$ cat config.mk
export PLATFORM = sky130hd
export DESIGN_NAME = fetch
export DESIGN_NICKNAME = d
export VERILOG_FILES = /design/src/rtl/vliw_pkg.sv /design/src/rtl/fetch_skid.sv /design/src/rtl/fetch.sv
export SDC_FILE = /design/constraint.sdc
export NUM_CORES = 1
export LEC_CHECK = 0
export ABC_CLOCK_PERIOD_IN_PS = 5100
export BUFFER_PORTS_ARGS = -buffer_cell sky130_fd_sc_hd__buf_4
export CAP_MARGIN = 10
export CORE_MARGIN = 4
export CORE_UTILIZATION = 35
export DETAILED_ROUTE_END_ITERATION = 8
export PLACE_DENSITY = 0.55
export SYNTH_ARGS = -nofsm -noshare
export SYNTH_HDL_FRONTEND = slang
export SYNTH_SLANG_ARGS = --single-unit
export TNS_END_PERCENT = 5
$ cat constraint.sdc
create_clock -name clk -period 5.1 [get_ports clk]
set_input_delay 0.51 -clock clk [delete_from_list [all_inputs] [get_ports clk]]
set_output_delay 0.51 -clock clk [all_outputs]
set_load 0.005 [all_outputs]
$ cat src/rtl/vliw_pkg.sv
// vliw_pkg: shared widths, bundle/pc types and the NOP bundle for the VLIW core
package vliw_pkg;
  localparam int PC_W = 14;
  localparam int BUNDLE_W = 128;
  localparam int SLOT_W = 32;
  typedef logic [PC_W-1:0] pc_t;
  typedef logic [BUNDLE_W-1:0] bundle_t;
  localparam bundle_t NOP_BUNDLE = '0;
endpackage

$ cat src/rtl/fetch_skid.sv
// fetch_skid: one-entry bundle+pc holding register with load, clear and valid
module fetch_skid
  import vliw_pkg::*;
(
  input  logic                clk,
  input  logic                rst,
  input  logic                load,
  input  logic                clear,
  input  logic [BUNDLE_W-1:0] load_data,
  input  logic [PC_W-1:0]     load_pc,
  output logic                valid,
  output logic [BUNDLE_W-1:0] data,
  output logic [PC_W-1:0]     pc
);
  always_ff @(posedge clk) begin
    if (!rst) begin
      valid <= 1'b0;
      data <= NOP_BUNDLE;
      pc <= '0;
    end else if (load) begin
      valid <= 1'b1;
      data <= load_data;
      pc <= load_pc;
    end else if (clear) begin
      valid <= 1'b0;
    end
  end
endmodule

$ cat src/rtl/fetch.sv
// fetch: VLIW instruction fetch with stall skid buffer and redirect handling
module fetch
  import vliw_pkg::*;
#(
  parameter logic [PC_W-1:0] RESET_PC = '0
) (
  input  logic                clk,
  input  logic                rst,
  input  logic                stall,
  input  logic                redirect,
  input  logic [PC_W-1:0]     redirect_pc,
  output logic                imem_en,
  output logic [PC_W-1:0]     imem_addr,
  input  logic [BUNDLE_W-1:0] imem_rdata,
  output logic [BUNDLE_W-1:0] inst,
  output logic [PC_W-1:0]     inst_pc,
  output logic                inst_valid
);
  pc_t pc, req_pc, skid_pc;
  logic req_v, skid_v, skid_load, skid_clear;
  bundle_t skid_data;
  assign imem_en = rst && (redirect || !stall);
  assign imem_addr = redirect ? redirect_pc : pc;
  // the in-flight bundle would be lost while stalled, so park it in the skid
  assign skid_load = rst && !redirect && stall && req_v && !skid_v;
  assign skid_clear = redirect || (!stall && skid_v);
  fetch_skid u_skid (
    .clk       (clk),
    .rst       (rst),
    .load      (skid_load),
    .clear     (skid_clear),
    .load_data (imem_rdata),
    .load_pc   (req_pc),
    .valid     (skid_v),
    .data      (skid_data),
    .pc        (skid_pc)
  );
  always_ff @(posedge clk) begin
    if (!rst) begin
      pc <= RESET_PC;
      req_v <= 1'b0;
      req_pc <= '0;
      inst <= NOP_BUNDLE;
      inst_pc <= '0;
      inst_valid <= 1'b0;
    end else if (redirect) begin
      pc <= redirect_pc + 1'b1;
      req_v <= 1'b1;
      req_pc <= redirect_pc;
      inst <= NOP_BUNDLE;
      inst_pc <= '0;
      inst_valid <= 1'b0;
    end else if (stall) begin
      req_v <= 1'b0;
    end else begin
      pc <= pc + 1'b1;
      req_v <= 1'b1;
      req_pc <= pc;
      inst <= skid_v ? skid_data : req_v ? imem_rdata : NOP_BUNDLE;
      inst_pc <= skid_v ? skid_pc : req_v ? req_pc : '0;
      inst_valid <= skid_v || req_v;
    end
  end
endmodule

# --- After elaboration in Yosys (flattened, before gate mapping) ---
# Cells that the tools add are included.
totals:
  word_cells: 40
  register_bits: 315
  inputBits: 146
op_classes:
  mux: 13
  n_addsub: 2
  eq_ne: 1
  n_bitwise: 1
  n_reduce_logical: 14
op_table:
  columns: ["cell", "count"]
  rows:
  - ["two-way mux 128 bit", 2]
  - ["two-way mux 14 bit", 7]
  - ["adder 14 x 1 -> 14 bit (second input constant)", 2]
  - ["logical AND 1 bit", 6]
  - ["two-way mux 1 bit", 4]
  - ["zero test 1 bit", 3]
  - ["logical OR 1 bit", 3]
  - ["!= test 2 x 1 -> 1 bit (second input constant)", 1]
  - ["nonzero test 2 bit", 1]
  - ["OR reduction 2 bit", 1]
  - ["NOT 1 bit", 1]

# --- Depth between registers and ports, before layout ---
# Gate-level depths: netlist of the first run.
logic_depth:
  word_depth: 6
  mapped_depth: 8

# --- Modules after synthesis ---
# A second synthesis of the first run with hierarchy kept.
unflattened:
  cells_unflattened: 1326
  hier_area_um2: 12846.1
by_module_without_submodules:
  columns: ["mod", "area_each_um2", "n_inst", "cells_each"]
  rows:
  - ["fetch", 7450.9, 1, 866]
  - ["fetch_skid", 5395.2, 1, 460]

# --- Least setup slack after synthesis of the first run ---
# No wires, ideal clock.
synth_path:
  kind: "input -> register"
  start: "input redirect"
  end: "register pc[4]"
  required_ns: 4.985
  arrival_time_ns: 1.910
  stages: 8
  path_slack_ns: 3.075
  n_path_buf: 2
  setup_ns: 0.115
  path_cell_list: "buf_6 buf_2 mux2_2 ha_1 a21boi_2 xnor2_1 o21ai_0 and2_1"
synth_via:
  elab_chain_len: 1
synth_rtl:
  columns: ["element", "line", "source"]
  rows:
  - ["from (decl)", "fetch.sv:10", "input logic redirect,"]
  - ["!= test 2 x 1 -> 1 bit (no line) / two-way mux 14 bit (equally long branches)", null, null]
  - ["to (signal assigned)", "fetch.sv:47", "pc <= redirect_pc + 1'b1;"]
  - ["to (signal assigned)", "fetch.sv:56", "pc <= pc + 1'b1;"]
  - ["to (decl)", "fetch.sv:19", "pc_t pc, req_pc, skid_pc;"]
# Several ways; a longest one is shown, not always the timed one.
# A chain may end at the register's enable or synchronous reset.

# --- Worst setup path in the final report of the first run ---
layout_path:
  start: "input stall"
  end: "output imem_en"
layout_via:
  elab_chain_len: 3
layout_rtl:
  columns: ["element", "line", "source"]
  rows:
  - ["from (decl)", "fetch.sv:9", "input logic stall,"]
  - ["zero test 1 bit", "fetch.sv:22", "assign imem_en = rst && (redirect || !stall);"]
  - ["logical OR 1 bit", "fetch.sv:22", null]
  - ["logical AND 1 bit", "fetch.sv:22", null]
  - ["to (decl)", "fetch.sv:12", "output logic imem_en,"]
# Every way passes these cells.

==> results of run 1 <==
[critical path: stages]
cell and delay (ns):
clkbuf_8 0.49, nand2b_1 0.73, nand2_1 0.49, clkinv_1 0.30, buf_4 0.22
[power by group through the flow]
stage / Clock (µW) / Sequential, µW / Combinational (µW)
5_1_grt: 2680 / 2570 / 551
3_3_place_gp: 0 / 2610 / 497
6_report: 2500 / 2560 / 494
4_1_cts: 2590 / 2560 / 504
3_5_place_dp: 0 / 2620 / 501
2_1_floorplan: 0 / 2600 / 281
[cells in the mapped netlist (5+ instances only)]
library cell,n
nand2_1,446
dfxtp_1,315
a21oi_1,276
nor2_1,158
nand3b_1,131
clkbuf_1,117
a21boi_0,77
a21boi_1,71
buf_2,22
mux2i_1,22
nand3_1,21
inv_1,14
buf_1,11
o211a_1,11
o21ai_0,7
nand4_1,5
[layout make-up]
cell class / count / area (µm²)
inverter: 15 / 56.3
tap: 511 / 639
clock inverter: 7 / 85.1
timing repair buffer: 313 / 2390
multi-input combinational: 1263 / 6600
sequential: 315 / 6310
fill: 3822 / 20800
clock buffer: 56 / 1040
[placed cells by master, fill, tap and decap left out, types with 2 or more instances in the layout]
cell       count
nand2_1      446
dfxtp_1      313
buf_4        309
a21oi_1      276
nor2_1       158
nand3b_1     131
a21boi_0      77
a21boi_1      71
clkbuf_16     37
mux2i_1       22
nand3_1       21
clkbuf_1      15
inv_1         14
o211a_1       11
o21ai_0        7
nand4_1        5
clkbuf_8       5
clkinv_2       5
xnor2_1        4
and2_1         3
o211ai_1       3
or3_1          3
buf_12         3
mux2_2         2
nand2b_1       2
o21ai_1        2
nand3_2        2
bufinv_16      2
dfxtp_4        2
[layer usage]
layer	global-route usage [%]	up-vias
met5	0	-
met2	28.9	312
met4	4.47	0
li1	-	6222
met3	5.65	52
met1	25.0	5848
[worst paths after layout]
path | endpoint | from
worst max-delay path | imem_en | stall
worst min-delay path | u_skid.data[69]$_SDFFE_PN0P_ | imem_rdata[69]
worst max register to register | u_skid.data[36]$_SDFFE_PN0P_ | u_skid.valid$_SDFFE_PN0P_
worst min register to register | inst_valid$_SDFFE_PP0N_ | inst_valid$_SDFFE_PP0N_
[cells by family after synthesis]
kind of cell,synth area share [%]
xor gates and xnor gates,0.323
and+or+nand+nor,26.1
muxes,1.89
DFF,46.5
buffers and inverters,4.94
adders and majority gates,0.0923
AOI/OAI and AO/OA,20.1
[sequential cells by signal (all words and copies together), names as in the netlist]
name          count
u_skid.valid      1
inst            128
req_pc           14
inst_valid        1
req_v             1
inst_pc          14
u_skid.pc        14
pc               14
u_skid.data     128
[per-stage QoR]
| stage | worst slack, ns | hold WS, ns | area [µm²] | std cells | power [µW] |
|---|---|---|---|---|---|
| 3_3_place_gp | 1.77 | 0.439 | 16000 | 2417 | 3110 |
| 2_1_floorplan | 3.07 | 0.435 | 13600 | 1745 | 2880 |
| 5_1_grt | 1.54 | 0.221 | 17100 | 2480 | 5800 |
| 4_1_cts | 1.72 | 0.198 | 17100 | 2480 | 5660 |
| 6_report | 1.79 | 0.238 | 17100 | 2480 | 5560 |
| 3_5_place_dp | 1.74 | 0.444 | 16000 | 2417 | 3120 |
==> impl_metrics.py, run 1 <==
metrics = {
    "run_status": {
        "status": "complete, no violations",
    },
    "flow_run": {
        "cap_violations": 0,
    },
    "timing": {
        "final_hold_viol_count": 0,
        "fin_crit_ns": 3.31,
        "final-setup-viol-count": 0,
        "worst_pin_slew_ns": 1.47,
        "rsz0062_at_grt": "false",
        "maxSlewHeadroom_pct": 2.16,
        "fmax_ghz": 0.302,
        "skew_ns": 0.0120,
        "slew_violations": 0,
        "fin_crit_sh_pct": 65.0,
        "setup_tns_ns": 0,
    },
    "final_layout": {
        "area_growth_pct": 26.3,
        "drive_gt1_share_pct": 19.1,
        "diodes": 0,
        "nNetsFinal": 2092,
        "post-route-util_pct": 45.2,
    },
    "synth": {
        "syn_nets": 1892,
        "ys.flop_type": "dfxtp_1",
        "synth_edf_count": 0,
        "synth_cell_types": 41,
        "yosys.area.top_type": "dfxtp_1",
        "avgSynthCellArea_um2": 7.77,
        "synth-seq-area-share_pct": 46.5,
        "ys_seq_elements": 315,
        "synth_top_area_share_pct": 46.5,
        "ys_warn_count": 0,
        "async_flop_share_pct": 0,
        "synth_area_mm2": 0.0136,
        "synth.area.top_cells": "dfxtp_1, nand2_1, a21oi_1, nand3b_1, nor2_1",
        "syn_inst": 1745,
    },
    "die": {
        "core_mm2": 0.0379,
        "io_pins": 304,
        "dieWidth_um": 205,
        "core.rowCount": 71,
        "die-area_mm2": 0.0420,
        "start_util_pct": 35.7,
        "die_h_um": 205,
    },
    "clock_tree": {
        "postCtsSetupBuffers": 0,
        "cts_tree": "yes",
        "postCtsHoldBufs": 0,
        "clock_tree.root_cell": "clkbuf_16",
        "cts_sinks": 315,
        "path_clk_slew_ns": 0.06,
        "cts_resized": 0,
        "cts_made_buffers": 37,
        "htreeDepth": 2,
        "cts_buffer_depth": 3,
        "clk_latency_ns": 0.53,
    },
    "setup_path": {
        "endpoint_kind": "primary output",
        "cp_data_required_time_ns": 4.59,
        "reg2reg_depth": 5,
        "r2r_slack_ns": 2.22,
        "worstPathArrival_ns": 2.80,
        "cp_max_fo": 113,
        "path_class": "input pin to primary output",
        "start_kind": "input pin",
    },
    "detailed_routing": {
        "drc_errors": 0,
        "vias_per_cell": 5.01,
        "wl_met2_mm": 18.2,
        "avgRoutedWirePerCell_um": 16.2,
        "dr.pass1.iters": 6,
        "dr.first_iter.drc_count": 708,
        "met1_length_mm": 18.1,
        "ant_nets": 0,
        "topRoutingLayerUsed": "met4",
        "drt_wl_total_mm": 40.1,
        "dr_wl_met3_mm": 3.09,
        "via_count": 12400,
    },
    "worst_hold_path": {
        "hp-class": "input pin to flop",
        "hold_path_depth": 3,
    },
    "power": {
        "p_sw_uw": 1320,
        "leakage_uw": 0.00645,
        "pwr-share-comb_pct": 8.9,
        "cellInternalPower_uw": 4240,
        "p_clk_share_pct": 45.0,
        "max-vdd-ir-drop_mv": 0.233,
        "p_sw_share_pct": 23.7,
        "power_density_mw_per_mm2": 324,
        "seq_power_share_pct": 46.1,
    },
    "place": {
        "place_congestion": 0.806,
        "place_hpwl_mm": 23.8,
        "port_buffers": 303,
    },
    "global_routing": {
        "globalRouteTotalUtil_pct": 18.4,
        "grt_first_pass_wirelength_mm": 63.6,
        "grt_overflow": 0,
        "grt_max_degree": 276,
        "antenna_found_initial": 0,
        "grt_pass1_vias": 11500,
    },
}
No activity file was read; power rests on OpenSTA's default activity.
==> run 2, diff against run 1 <==
Settings changed: ABC_CLOCK_PERIOD_IN_PS 5100 to 3090.
Clock period 5.1 ns to 3.09 ns, I/O delays scaled along.
==> run 2 against run 1 <==
  * Global-route usage increased by 0.085 points
  * Combinational power increased by 69%
  * Via count decreased by 0.23%
  * Sequential power increased by 65%
  * Critical path depth unchanged
  * Final cell count grew 0.36%
  * Final area rose by 1.1%
  * Die area unchanged
  * Power up 70%
  * Non-clock buffer count is 5 higher
  * Clock-buffer cell count grew 1
  * First-iteration DRC count is 2.3% higher
  * Critical path type is now flop to flop
  * Largest cell class unchanged
  * Largest power group is now clock
==> impl_metrics.py, run 2 (synthesis results as in run 1) <==
metrics = {
    "timing": {
        "final_hold_viol_count": 0,
        "final-setup-viol-count": 0,
        "slew_violations": 0,
        "skew_ns": 0.0125,
        "maxSlewHeadroom_pct": 34.2,
        "setup_tns_ns": 0,
        "rsz0062_at_grt": "false",
        "fin_crit_ns": 2.06,
        "fmax_ghz": 0.486,
        "worst_pin_slew_ns": 0.987,
        "fin_crit_sh_pct": 66.5,
    },
    "setup_path": {
        "cp.buffers_inverters": 1,
        "cp_data_required_time_ns": 3.46,
        "crit_top_cell": "a21oi_1",
        "worst_path_max_delay_cell": "buf_4",
        "cp_cell_sequence": "buf_4 -> nand3b_1 -> a21oi_1 -> a21oi_1 -> nor2_1",
        "start_kind": "flop",
        "worstPathArrival_ns": 2.43,
        "endpoint_kind": "flop",
        "cp_max_fo": 87,
        "critical-path-top-delay-family": "buffers and inverters",
        "path_class": "flop to flop",
        "max_stage_delay_ns": 0.70,
        "r2r_slack_ns": 1.03,
    },
    "power": {
        "seq_power_share_pct": 44.7,
        "p_sw_share_pct": 23.6,
        "total_power_uw": 9440,
        "power_density_mw_per_mm2": 545,
        "p_clk_share_pct": 46.5,
        "leakage_uw": 0.00654,
        "cellInternalPower_uw": 7210,
        "p_sw_uw": 2230,
        "pwr-share-comb_pct": 8.8,
        "max-vdd-ir-drop_mv": 0.351,
    },
    "global_routing": {
        "grt_max_degree": 161,
        "grt_first_pass_wirelength_mm": 64.2,
        "globalRouteTotalUtil_pct": 18.5,
        "antenna_found_initial": 0,
        "grt_overflow": 0,
        "grt_pass1_vias": 11600,
    },
    "clock_tree": {
        "cts_tree": "yes",
        "path_clk_slew_ns": 0.06,
        "cts_buffer_depth": 3,
        "clock_tree.root_cell": "clkbuf_16",
        "postCtsHoldBufs": 0,
        "cts_resized": 0,
        "htreeDepth": 2,
        "clk_latency_ns": 0.52,
        "postCtsSetupBuffers": 0,
        "cts_sinks": 315,
        "cts_made_buffers": 38,
    },
    "die": {
        "core_mm2": 0.0379,
        "dieWidth_um": 205,
        "io_pins": 304,
        "start_util_pct": 35.7,
        "core.rowCount": 71,
        "die-area_mm2": 0.0420,
        "die_h_um": 205,
    },
    "detailed_routing": {
        "dr.first_iter.drc_count": 724,
        "drt_wl_total_mm": 40.7,
        "vias_per_cell": 4.98,
        "avgRoutedWirePerCell_um": 16.4,
        "ant_nets": 0,
        "drc_errors": 0,
        "via_count": 12400,
        "dr.pass1.iters": 5,
    },
    "final_layout": {
        "area_growth_pct": 27.7,
        "mostFrequentLayoutCell": "nand2_1",
        "drive_gt1_share_pct": 19.9,
        "mostFrequentLayoutCells": "nand2_1, dfxtp_1, buf_4, a21oi_1, nor2_1",
        "nNetsFinal": 2098,
        "reg_top3": "inst x128, u_skid.data x128",
        "diodes": 0,
    },
    "place": {
        "place_congestion": 0.809,
        "port_buffers": 303,
        "place_hpwl_mm": 24.6,
    },
    "run_status": {
        "status": "complete, no violations",
    },
    "flow_run": {
        "cap_violations": 0,
    },
    "worst_hold_path": {
        "hp-class": "input pin to flop",
    },
}
-- run 2: through the flow --
stage                     setup WS [ns]  instance area (µm²)  util (%)  std cells  hold slack (ns)
after floorplan                    1.27                13600         -       1745            0.435
after global placement            0.818                16100      42.4       2422            0.440
after detailed placement          0.787                16100      42.4       2422            0.445
after CTS                          1.08                17300      45.6       2489           0.0141
after global routing              0.877                17300      45.6       2489           0.0244
final                              1.03                17300      45.6       2489           0.0497
-- run 2: final timing paths --
check	startpoint	to	cells after the start
min reg2reg	u_skid.data[80]$_SDFFE_PN0P_	u_skid.data[80]$_SDFFE_PN0P_	2
min	imem_rdata[74]	u_skid.data[74]$_SDFFE_PN0P_	3
max reg2reg	u_skid.valid$_SDFFE_PN0P_	inst[85]$_SDFFE_PP0N_	5
max	u_skid.valid$_SDFFE_PN0P_	inst[85]$_SDFFE_PP0N_	5
-- run 2: tightest hold or removal path, stage by stage --
cell      delay, ns
buf_4          0.11
nand2_1        0.05
a21boi_1       0.05
-- run 2: layer usage --
layer  part of all wire (%)  global-route usage, %  up-vias  routed length, µm
li1                       -                      -     6222                  -
met1                     45                   25.5     5807              18400
met2                     45                   29.3      323              18500
met3                    7.4                   4.59       53               3030
met4                    1.9                   4.67        0                782
met5                      0                      0        -                  0
-- run 2: area by class of cell --
class | instances | area [µm²]
repair buffers | 318 | 2460
clock inverters | 10 | 77.6
flip-flops and latches | 315 | 6310
inverters | 15 | 56.3
well taps | 511 | 639
fillers | 3778 | 20600
multi-input cells | 1263 | 6600
clock buffers | 57 | 1170
-- run 2: power by group through the flow --
stage	sequential (µW)	combinational [µW]	clock (µW)
2_1_floorplan	4290	463	0
3_3_place_gp	4310	835	0
3_5_place_dp	4310	843	0
4_1_cts	4220	849	4540
5_1_grt	4230	929	4710
6_report	4220	833	4390
==> run 3, diff against run 2 <==
Settings changed: ABC_AREA set to 1, ABC_CLOCK_PERIOD_IN_PS 3090 to 1900.
Clock period 3.09 ns to 1.9 ns, I/O delays scaled along.
==> run 3 against run 2 <==
  * Final area rose by 1.3%
  * Global-route usage rose by 1.7 points
  * Clock power rose by 48%
  * Critical path depth fell by 2
  * Worst setup slack got worse by 0.65 ns
  * Flip-flop and latch count did not move
  * Combinational power rose by 110%
  * Die area fell by 6.4%
==> impl_metrics.py, run 3 <==
metrics = {
    "run_status": {
        "status": "complete, no violations",
    },
    "synth": {
        "synth-seq-area-share_pct": 49.8,
        "synthTopCellsByCount": "o21ai_0, dfxtp_1, nor2_1",
        "synth_edf_count": 0,
        "ys.flop_type": "dfxtp_1",
        "synth_area_mm2": 0.0127,
        "async_flop_share_pct": 0,
        "yosys.area.top_type": "dfxtp_1",
        "avgSynthCellArea_um2": 7.64,
        "syn_inst": 1656,
        "yosysMostFrequentCell": "o21ai_0",
        "ys_seq_elements": 315,
        "ys_warn_count": 0,
        "syn_nets": 1803,
        "synth_cell_types": 32,
        "synth_top_area_share_pct": 49.8,
        "synth.area.top_cells": "dfxtp_1, o21ai_0, nor2_1, a31oi_1, nand2_1",
    },
    "timing": {
        "rsz0062_at_grt": "false",
        "final_hold_viol_count": 0,
        "fin_crit_sh_pct": 79.9,
        "final-setup-viol-count": 0,
        "worst_pin_slew_ns": 0.868,
        "fmax_ghz": 0.659,
        "slew_violations": 0,
        "finalWorstSetupSlack_ns": 0.382,
        "maxSlewHeadroom_pct": 42.1,
        "fin_crit_ns": 1.52,
        "skew_ns": 0.00641,
        "setup_tns_ns": 0,
    },
    "final_layout": {
        "nNetsFinal": 2147,
        "mostFrequentLayoutCells": "o21ai_0, buf_4, dfxtp_1, nor2_1, nand2_1",
        "reg_top3": "inst x128, u_skid.data x128",
        "mostFrequentLayoutCell": "o21ai_0",
        "drive_gt1_share_pct": 19.9,
        "n_fill_cell": 3476,
        "area_growth_pct": 38.5,
        "stdcell_area_mm2": 0.0175,
        "diodes": 0,
    },
    "detailed_routing": {
        "drt_wl_total_mm": 41.5,
        "vias_per_cell": 5.08,
        "ant_nets": 0,
        "via_count": 12600,
        "avgRoutedWirePerCell_um": 16.7,
        "dr.pass1.iters": 7,
        "drc_errors": 0,
        "dr.first_iter.drc_count": 789,
    },
    "flow_run": {
        "cap_violations": 0,
    },
    "place": {
        "port_buffers": 303,
        "place_ws_ns": 0.212,
        "dpl_cell_area_mm2": 0.0151,
        "place_congestion": 0.802,
        "place_hpwl_mm": 24.2,
    },
    "setup_path": {
        "cp-startpoint": "req_v$_SDFF_PN0_",
        "cp_max_fo": 66,
        "worst_path_max_delay_cell": "buf_4",
        "max_stage_delay_ns": 0.64,
        "path_class": "flop to flop",
        "cp_cell_sequence": "buf_4 -> nand3_1 -> a31oi_1",
        "cp_data_required_time_ns": 2.32,
        "r2r-start": "req_v$_SDFF_PN0_",
        "worstPathArrival_ns": 1.94,
        "endpoint_kind": "flop",
        "start_kind": "flop",
    },
    "die": {
        "start_util_pct": 35.5,
        "die_h_um": 198,
        "die-area_mm2": 0.0393,
        "io_pins": 304,
        "dieWidth_um": 198,
        "core.rowCount": 69,
        "core_mm2": 0.0357,
    },
    "power": {
        "max-vdd-ir-drop_mv": 0.617,
        "power_density_mw_per_mm2": 868,
        "total_power_uw": 15200,
        "leakage_uw": 0.00699,
    },
    "clock_tree": {
        "cts_resized": 0,
        "clock_tree.root_cell": "clkbuf_16",
        "clk_latency_ns": 0.50,
        "path_clk_slew_ns": 0.06,
        "cts_sinks": 315,
        "postCtsSetupBuffers": 0,
        "postCtsHoldBufs": 129,
        "cts_made_buffers": 36,
        "cts_buffer_depth": 3,
        "cts_tree": "yes",
        "htreeDepth": 2,
    },
    "global_routing": {
        "grt_max_degree": 115,
        "grt_pass1_vias": 12000,
        "grt_first_pass_wirelength_mm": 65.5,
        "antenna_found_initial": 0,
        "grt_overflow": 0,
        "globalRouteTotalUtil_pct": 20.2,
    },
    "worst_hold_path": {
        "hold_path.startpoint": "redirect",
        "hp-class": "input pin to flop",
    },
}
[run 3: cell types whose count changed in the layout (fill, tap and decap cells not counted), sizes merged, moves of 23 or more]
cell,before,now
a21boi,149,0
a21oi,276,69
a31oi,0,117
dlygate4sd3,0,129
inv,14,50
mux2i,23,0
nand2,446,202
nand3,23,131
nand3b,132,0
nor2,158,252
o21ai,9,346
[run 3: cells by family (layout without fill, tap and decap cells)]
family | Yosys count | in the layout | synth area share [%]
flops | 315 | 315 | 49.8
compound gates | 547 | 547 | 23.1
buf+inv | 201 | 566 | 7.20
fa+ha+maj | 1 | 1 | 0.0988
simple gates | 591 | 591 | 19.7
xor+xnor | 1 | 1 | 0.0692
[run 3: layout make-up]
class,count,area [µm²],share of cell area [%]
sequential,315,6310,36.0
clock buffer,57,1080,6.17
clock inverter,2,10.0,0.0571
multi-input combinational,1140,5440,31.0
inverter,50,205,1.17
tap,461,577,3.29
timing repair buffer,457,3900,22.3
[run 3: worst paths after layout]
kind	slack (ns)	cells past startpoint	to
worst max register to register	0.38	3	inst[9]$_SDFFE_PP0N_
worst max-delay path	0.38	3	inst[9]$_SDFFE_PP0N_
worst min register to register	0.47	2	pc[2]$_SDFFE_PN0N_
worst min-delay path	0.08	3	req_pc[1]$_SDFFE_PN0N_
[run 3: metrics by stage]
stage                     util (%)  std cells  hold WS (ns)
after floorplan                  -       1656         0.333
after CTS                     49.2       2482        0.0607
final                         49.2       2482        0.0829
after global routing          49.2       2482        0.0985
after global placement        42.5       2294         0.436
after detailed placement      42.5       2294         0.442
[run 3: layer usage]
metal  track usage (%)  vias up  routed length [µm]
met3              3.30       66                2360
met1              27.3     5850               18500
met4              5.48        0                1010
met5                 0        -                   0
met2              33.8      351               19600
li1                  -     6343                   -
[run 3: report_power, final]
group	switching (µW)	internal (µW)	leakage [µW]
sequential	128	6850	0.00257
clock	2610	3870	0.000535
combinational	914	837	0.00388
total	3650	11600	0.00699
[run 3: worst max-delay path: cells and delay by family (launching register included)]
| kind | cells | cell delay, ns |
|---|---|---|
| AO/OA/AOI/OAI | 1 | 0.20 |
| buffers and inverters | 1 | 0.64 |
| AND/OR/NAND/NOR | 1 | 0.15 |
| flip-flops | 1 | 0.38 |
